<file path="config.mk">
export PLATFORM = sky130hd
export DESIGN_NAME = sev_scan_ctrl
export DESIGN_NICKNAME = d
export VERILOG_FILES = /design/src/rtl/sev_scan_ctrl.sv
export SDC_FILE = /design/constraint.sdc
export NUM_CORES = 1
export LEC_CHECK = 0
export ABC_AREA = 1
export BUFFER_PORTS_ARGS = -buffer_cell sky130_fd_sc_hd__buf_2
export CAP_MARGIN = 10
export CORE_MARGIN = 2
export CORE_UTILIZATION = 45
export DETAILED_ROUTE_END_ITERATION = 8
export PLACE_DENSITY = 0.72
export SLEW_MARGIN = 20
export SYNTH_ARGS = -nofsm -noshare
export SYNTH_HDL_FRONTEND = slang
export SYNTH_SLANG_ARGS = --single-unit
</file>
<file path="constraint.sdc">
create_clock -name clk -period 2.58 [get_ports clk]
set_input_delay 0.774 -clock clk [delete_from_list [all_inputs] [get_ports clk]]
set_output_delay 0.774 -clock clk [all_outputs]
set_load 0.01 [all_outputs]
</file>
<file path="src/rtl/sev_scan_ctrl.sv">
// sev_scan_ctrl -- time-multiplexed scan controller for an N-digit
// common-anode 7-segment display.
//
// Lights one digit at a time. Each digit slot is GAP_CYC dark cycles followed
// by SLOT_CYC-GAP_CYC lit cycles. Values written through load/data_in are held
// in a shadow register and reach the display register only at a frame boundary
// or while the scanner is off, so a frame never mixes old and new digits.
//
// Optional feature macro: SEV_SCAN_LZ_BLANK_EN (leading-zero blanking).
//
// Ports
//   clk          in   system clock, rising edge
//   rst          in   synchronous active-high reset
//   en           in   1 = scanning, 0 = display dark
//   load         in   1-cycle strobe, captures data_in
//   data_in      in   4*N_DIGITS packed nibbles, digit 0 = [3:0] (rightmost)
//   an           out  anode enables, active-low, one-hot-low or all-high
//   seg          out  segments a..g (MSB = a), active-low
//   frame_tick   out  pulse on the last cycle of digit N_DIGITS-1's slot

// Hex nibble to active-low a..g segment pattern (MSB = a).
module sev_decoder (
  input  logic [3:0] nib_i,
  output logic [6:0] seg_o
);
  always_comb begin
    seg_o = 7'h7F;
    case (nib_i)
      4'h0: seg_o = 7'b0000001;
      4'h1: seg_o = 7'b1001111;
      4'h2: seg_o = 7'b0010010;
      4'h3: seg_o = 7'b0000110;
      4'h4: seg_o = 7'b1001100;
      4'h5: seg_o = 7'b0100100;
      4'h6: seg_o = 7'b0100000;
      4'h7: seg_o = 7'b0001111;
      4'h8: seg_o = 7'b0000000;
      4'h9: seg_o = 7'b0000100;
      4'hA: seg_o = 7'b0001000;
      4'hB: seg_o = 7'b1100000;
      4'hC: seg_o = 7'b0110001;
      4'hD: seg_o = 7'b1000010;
      4'hE: seg_o = 7'b0110000;
      4'hF: seg_o = 7'b0111000;
      default: seg_o = 7'h7F;
    endcase
  end
endmodule

module sev_scan_ctrl #(
  parameter int N_DIGITS = 4,
  parameter int SLOT_CYC = 50000,
  parameter int GAP_CYC  = 500
) (
  input  logic                    clk,
  input  logic                    rst,
  input  logic                    en,
  input  logic                    load,
  input  logic [4*N_DIGITS-1:0]   data_in,
  output logic [N_DIGITS-1:0]     an,
  output logic [6:0]              seg,
  output logic                    frame_tick
);
  localparam int CW = $clog2(SLOT_CYC);
  localparam int IW = $clog2(N_DIGITS);
  localparam int DW = 4 * N_DIGITS;

  typedef enum logic [1:0] {S_OFF, S_GAP, S_ON} state_e;

  state_e          state_q, state_d;
  logic [IW-1:0]   idx_q,   idx_d;
  logic [CW-1:0]   cnt_q,   cnt_d;
  logic [DW-1:0]   shadow_q, shadow_d;
  logic [DW-1:0]   display_q, display_d;
  logic            pending_q, pending_d;
  logic [N_DIGITS-1:0] an_q, an_d;
  logic [6:0]      seg_q, seg_d;
  logic            tick_q, tick_d;

  logic            boundary;
  logic            xfer;
  logic [3:0]      nib;
  logic [6:0]      dec_seg;
  logic            blank;

  assign boundary = (state_q == S_ON) && (idx_q == IW'(N_DIGITS-1)) &&
                    (cnt_q == CW'(SLOT_CYC-1));
  assign xfer     = (state_q == S_OFF) || boundary;

  // Scan FSM next state
  always_comb begin
    state_d = state_q;
    idx_d   = idx_q;
    cnt_d   = cnt_q;
    case (state_q)
      S_OFF: begin
        if (en) begin
          state_d = S_GAP;
          idx_d   = '0;
          cnt_d   = '0;
        end
      end
      S_GAP: begin
        cnt_d = cnt_q + CW'(1);
        if (cnt_q == CW'(GAP_CYC-1)) state_d = S_ON;
      end
      S_ON: begin
        if (cnt_q == CW'(SLOT_CYC-1)) begin
          state_d = S_GAP;
          cnt_d   = '0;
          idx_d   = (idx_q == IW'(N_DIGITS-1)) ? '0 : idx_q + IW'(1);
        end else begin
          cnt_d = cnt_q + CW'(1);
        end
      end
      default: state_d = S_OFF;
    endcase
    if (!en) begin
      state_d = S_OFF;
      idx_d   = '0;
      cnt_d   = '0;
    end
  end

  // Shadow/display double buffer. shadow_d already holds a same-cycle load,
  // so a load coinciding with a transfer goes straight to the display.
  always_comb begin
    shadow_d  = shadow_q;
    pending_d = pending_q;
    display_d = display_q;
    if (load) begin
      shadow_d  = data_in;
      pending_d = 1'b1;
    end
    if (xfer && pending_d) begin
      display_d = shadow_d;
      pending_d = 1'b0;
    end
  end

  // Outputs are computed from next-state values so the registered an/seg
  // line up with the registered FSM state.
  always_comb begin
    nib = 4'h0;
    for (int i = 0; i < N_DIGITS; i++)
      if (idx_d == IW'(i)) nib = display_d[i*4 +: 4];
  end

  sev_decoder u_dec (.nib_i(nib), .seg_o(dec_seg));

`ifdef SEV_SCAN_LZ_BLANK_EN
  // zero_from[i]: nibbles i..N_DIGITS-1 are all zero. Taken from the
  // display value, so blanking only changes at frame boundaries.
  logic [N_DIGITS-1:0] zero_from;
  always_comb begin
    zero_from = '0;
    zero_from[N_DIGITS-1] = (display_d[DW-1 -: 4] == 4'h0);
    for (int i = N_DIGITS-2; i >= 0; i--)
      zero_from[i] = zero_from[i+1] && (display_d[i*4 +: 4] == 4'h0);
    blank = 1'b0;
    for (int i = 1; i < N_DIGITS; i++)
      if (idx_d == IW'(i)) blank = zero_from[i];
  end
`else
  assign blank = 1'b0;
`endif

  always_comb begin
    an_d  = '1;
    seg_d = 7'h7F;
    if (state_d == S_ON) begin
      for (int i = 0; i < N_DIGITS; i++)
        if (idx_d == IW'(i)) an_d[i] = 1'b0;
      seg_d = blank ? 7'h7F : dec_seg;
    end
    tick_d = (state_d == S_ON) && (idx_d == IW'(N_DIGITS-1)) &&
             (cnt_d == CW'(SLOT_CYC-1));
  end

  always_ff @(posedge clk) begin
    if (rst) begin
      state_q   <= S_OFF;
      idx_q     <= '0;
      cnt_q     <= '0;
      shadow_q  <= '0;
      display_q <= '0;
      pending_q <= 1'b0;
      an_q      <= '1;
      seg_q     <= 7'h7F;
      tick_q    <= 1'b0;
    end else begin
      state_q   <= state_d;
      idx_q     <= idx_d;
      cnt_q     <= cnt_d;
      shadow_q  <= shadow_d;
      display_q <= display_d;
      pending_q <= pending_d;
      an_q      <= an_d;
      seg_q     <= seg_d;
      tick_q    <= tick_d;
    end
  end

  assign an         = an_q;
  assign seg        = seg_q;
  assign frame_tick = tick_q;

endmodule
</file>
; ---- Word level (Yosys, flattened, before mapping)
; Memory sizes are Yosys's and may differ from the RTL's. A register that Yosys moved wholly into a read port is not among the register bits.
; Cells that the tools add are included.
[classes]
reduce_logical = 10
n_addsub = 2
eq_ne = 10
bitwise = 1
n_mux = 22
[op_table]
columns = operator, n
row1 = 2-to-1 mux 16 bit, 4
row2 = one-hot mux 16 bit (3 select lines), 1
row3 = "equality test 16 bit, second input constant", 2
row4 = "adder 16 x 1 -> 16 bit, second input constant", 1
row5 = "equality test 16 x 9 -> 1 bit, second input constant", 1
row6 = 2-to-1 mux 4 bit, 4
row7 = 2-to-1 mux 2 bit, 6
row8 = "equality test 2 bit, second input constant", 5
row9 = one-hot mux 2 bit (3 select lines), 1
row10 = logical AND 1 bit, 5
row11 = 2-to-1 mux 1 bit, 5
row12 = "equality test 2 x 1 -> 1 bit, second input constant", 2
row13 = logical NOT 2 bit, 2
row14 = one-hot mux 2 bit (2 select lines), 1
row15 = OR reduction 2 bit, 2
row16 = "adder 2 x 1 -> 2 bit, second input constant", 1
row17 = logical OR 1 bit, 1
row18 = NOT 1 bit, 1
[totals]
register_bits = 58
romBits = 112
memories = 1
out_inout_bits = 12
[memory_table]
columns = memory, words, width, read_ports, rd_clocked_by_memory_dff, write_ports, line_no
row1 = (no name shown), 16, 7, 1, 1, 0, 28  ; case (nib_i)

; ---- Logic depth before layout (Yosys ltp)
[depth]
depth_word = 10
depth_mapped = 20
ltp_nobuf = 19

; ---- Hierarchy
; Synthesis repeated with hierarchy kept, for this count alone.
[unflattened]
hier_cells = 488
hier_area_um2 = 3404.5
[modules_own_cells]
columns = module, area_each_um2, cells_per_inst, instances, seq_area_each_um2
row1 = sev_scan_ctrl, 3130.5, 439, 1, 1301.2
row2 = sev_decoder, 274.0, 49, 1, 0.0

; ---- Worst setup path after synthesis
; No wires, ideal clock.
[synth_path]
path_type = in2reg
from = input load
to = register seg_q[1] (netlist: seg[1])
arrival_ps = 2492
n_path_buf = 2
slack_ps = -24
cell_stages = 14
path_cell_list = buf_2 > buf_2 > mux2i_1 > nand3b_1 > nand2_1 > nand3_1 > nand3_1 > nor2_2 > inv_1 > ha_1 > nand2_2 > o21ai_0 > nand2_1 > nand2_1
[synth_via]
elab_chain_len = 7
[synth_lines]
columns = item, line_no
row1 = from (decl), 58  ; input logic load,
row2 = 2-to-1 mux 1 bit, 131  ; if (load) begin
row3 = logical AND 1 bit, 135  ; if (xfer && pending_d) begin
row4 = 2-to-1 mux 16 bit *, 135
row5 = 2-to-1 mux 4 bit (3 in a row), 146  ; if (idx_d == IW'(i)) nib = display_d[i*4 +: 4];
row6 = 2-to-1 mux 4 bit *, 146
row7 = to (decl), 77  ; logic [6:0] seg_q, seg_d;
; Every way passes the cells marked *; elsewhere a longest branch is shown, timed or not.
; A chain may end at the register's enable or synchronous reset.

; ---- Final worst setup path
[layout_path]
from = register cnt_q[10]
to = register seg_q[5] (netlist: seg[5])
[layout_via]
elab_chain_len = 9
[layout_lines]
columns = item, line_no
row1 = from (decl), 72  ; logic [CW-1:0] cnt_q, cnt_d;
row2 = from (signal assigned), 194  ; cnt_q <= cnt_d;
row3 = equality test 16 bit, "87, 108"
row4 = 2-to-1 mux 2 bit / logical AND 1 bit (equally long branches), "108, 86"
row5 = one-hot mux 2 bit (2 select lines) / logical OR 1 bit (equally long branches), "95, 88"
row6 = 2-to-1 mux 2 bit / logical AND 1 bit (equally long branches), "118, 135"
row7 = logical NOT 2 bit / 2-to-1 mux 16 bit (equally long branches), "146, 135"
row8 = 2-to-1 mux 4 bit (4 in a row), 146
; Several ways; a longest one is shown, not always the timed one.

==> flow_metrics.py <==
metrics = {
    "floorplan": {
        "rows": 31,
        "die_area_sq_um": 8020,
        "die_height_um": 89.5,
        "core_sq_um": 7180,
        "start_util": 0.459,
        "ioPinCount": 32,
        "die_x_um": 89.5,
    },
    "setup_path": {
        "cp_data_required_time_ns": 2.82,
        "critPathArrivalTime_ns": 2.63,
        "reg2reg_depth": 17,
        "cp-end-kind": "flip-flop",
        "crit_fanout": 6,
        "critPathKind": "flip-flop to flip-flop",
        "timing.rr.start": "cnt_q[10]",
        "cp-start-kind": "flip-flop",
        "rrSetupSlack_ns": 0.19,
        "crit_end": "seg[5]",
        "crit_start": "cnt_q[10]",
        "reg2reg_to": "seg[5]",
    },
    "synthesis": {
        "syn_nets": 472,
        "netlist_area_sq_um": 3290,
        "yosys.area_share.simple": 0.369,
        "yosysUniqueCellTypes": 41,
        "yosysWarnings": 0,
        "ys_seq_elements": 65,
        "yosys.area.top_type": "dfxtp_1",
        "avgSynthCellArea_sq_um": 7.42,
        "ys_top_cells_by_area": "dfxtp_1 40%, nand2_1 11%, nor2_1 7.6%",
        "synth_compound_area_frac": 0.0634,
        "syn_inst": 444,
        "synth_xor_area_frac": 0.0160,
        "synthAdderAreaFrac": 0.0304,
        "ys_seq_area_frac": 0.395,
        "synth_mux_area_frac": 0.0395,
        "synth_top_family_by_area": "simple AND/OR/NAND/NOR gates",
        "synth_top_cell_area_share": 0.395,
    },
    "power_and_ir_drop": {
        "ir_worst_vdd_v": 0.000383,
        "powerDensity_nw_per_um2": 591,
        "p_leak_nw": 1.79,
        "total_power_mw": 2.34,
    },
    "clock_network": {
        "clockRootBuffer": "clkbuf_8",
        "cts_made_buffers": 9,
        "h-tree-depth": 3,
        "path_clk_slew_ns": 0.07,
        "tritoncts": "done",
        "clockBufferDepth": 2,
        "clk_latency_ns": 0.34,
        "cts.sinks": 65,
    },
    "placement": {
        "gp_congestion": 0.897,
        "dp.final_hpwl_mm": 5.10,
        "port_buffers": 31,
    },
    "sta": {
        "slew_viol_final": 0,
        "tightest_slew_ns": 0.428,
        "relSlewSlack": 0.715,
        "timing.fmax_mhz": 418,
        "fin_crit_sh": 0.928,
        "finalCriticalPeriod_ns": 2.39,
        "fin_skew_ns": 0.00807,
        "hold_viol": 0,
        "setup_viol": 0,
    },
    "grt": {
        "grt_max_degree": 42,
        "grt_first_pass_wirelength_mm": 11.6,
        "overflow": 0,
        "antenna_found_initial": 0,
        "grt_pass1_vias": 2539,
        "grt.total_usage": 0.188,
    },
    "drt": {
        "routedWlPerCell_um": 11.9,
        "drtIter0Drc": 160,
        "vias_per_cell": 4.91,
        "route.detailed.drc": 0,
        "routed_wl_mm": 7.13,
        "drt_pass1_iterations": 5,
        "antenna_left": 0,
        "vias": 2942,
    },
    "layout": {
        "drive_above_1_share": 0.244,
        "nFillCells": 652,
        "final_util": 0.552,
        "n_antenna_cell": 0,
        "fin_nets": 523,
        "area_delta_synth_final_pct": 20.3,
    },
    "hold_path": {
        "hp-class": "flip-flop to flip-flop",
    },
    "run": {
        "maxCapViolations": 0,
    },
    "outcome": {
        "outcome": "finished clean",
    },
}
cells in the mapped netlist (all sizes together):
master and count:
nand2 112, nor2 76, dfxtp 65, inv 55, nand3 35, o21ai 17, mux2i 13, a21oi 9
nand4 9, ha 8, buf 6, clkbuf 5, nand3b 5, nor3 5, o211ai 5, xor2 4
clkinv 3, and3 2, or2 2, xnor2 2, a22o 1, a31o 1, and2 1, nor4 1
o21bai 1, o221ai 1
stage by stage:
step	setup TNS (ns)	setup slack, ns	hold WS (ns)	instances	cell area, sq um
floorplan	0	0.0417	0.444	444	3300
global placement	0	0.0453	0.453	577	3620
detailed placement	-0.0654	-0.0268	0.461	577	3620
global route	-0.0277	-0.0169	0.494	599	3960
finish	0	0.186	0.469	599	3960
CTS	0	0.0561	0.473	593	3860
report_power, final:
part           total [mW]  internal, mW  switching (mW)
combinational       0.243        0.0953           0.148
clock                1.05         0.643           0.409
sequential           1.05          1.04          0.0121
cell families after synthesis:
kind of cell / Yosys count
and+or+nand+nor: 248
buffers and inverters: 69
DFF: 65
AOI/OAI and AO/OA: 35
muxes: 13
adders and majority gates: 8
xor gates and xnor gates: 6
state kept, by name (all words and copies together), names as in the netlist:
| register | cells |
|---|---|
| display_q | 16 |
| shadow_q | 16 |
| seg | 7 |
| pending_q | 1 |
| an | 4 |
| cnt_q | 16 |
| state_q | 2 |
| idx_q | 2 |
| frame_tick | 1 |
worst max-delay path, cell delays in order, from the launching register on:
cell and delay, ns:
dfxtp_1 0.35, nor2_2 0.16, nand2_1 0.10, nor2_1 0.17, nand2_1 0.12, nand2_1 0.08
nand2_1 0.09, clkinv_1 0.07, nand2_2 0.13, nor2_4 0.18, nand2_1 0.09, nand4_1 0.14
inv_2 0.09, ha_1 0.33, nand3_2 0.08, nand2_1 0.05, inv_1 0.04, nand2_1 0.04
how the worst min path moves through the flow:
stage                   from       endpoint  slack (ns)  cells past startpoint
6_report       display_q[10]  display_q[10]        0.47                      2
5_1_grt         display_q[1]   display_q[1]        0.49                      2
4_1_cts        display_q[10]  display_q[10]        0.47                      2
3_5_place_dp    display_q[1]   display_q[1]        0.46                      2
3_3_place_gp    display_q[9]   display_q[9]        0.45                      2
2_1_floorplan   display_q[1]   display_q[1]        0.44                      2
layout make-up:
type                       count  area, sq um  area share
multi-input combinational    311         1760       0.445
inverter                      58          218      0.0550
tap                           99          124      0.0313
clock inverter                 7          118      0.0297
clock buffer                   9          124      0.0313
sequential                    65         1310       0.329
timing repair buffer          50          310      0.0783
layout by cell type (no fill, tap or decap), drive strengths merged:
master / count
a21oi: 9
a22o: 1
a31o: 1
and2: 1
and3: 2
buf: 50
bufinv: 3
clkbuf: 9
clkinv: 6
dfxtp: 65
ha: 8
inv: 56
mux2i: 13
nand2: 112
nand3: 36
nand3b: 5
nand4: 9
nor2: 76
nor3: 5
nor4: 1
o211ai: 5
o21ai: 17
o21bai: 1
o221ai: 1
or2: 2
xnor2: 2
xor2: 4
timing repair:
action                                  CTS  global route
gates resized for setup                   0            12
setup buffers                             0             5
hold buffers                              0             0
endpoints found under the setup margin    0             7
routing by layer:
metal  routed length [um]  GRT usage  vias to the layer above
met5                    0          0                        -
met4                  147     0.0909                        0
met3                  348     0.0360                       11
met2                 3270      0.285                       94
met1                 3360      0.257                     1316
li1                     -          -                     1521
Note: power is estimated with default switching activity, not from simulation.
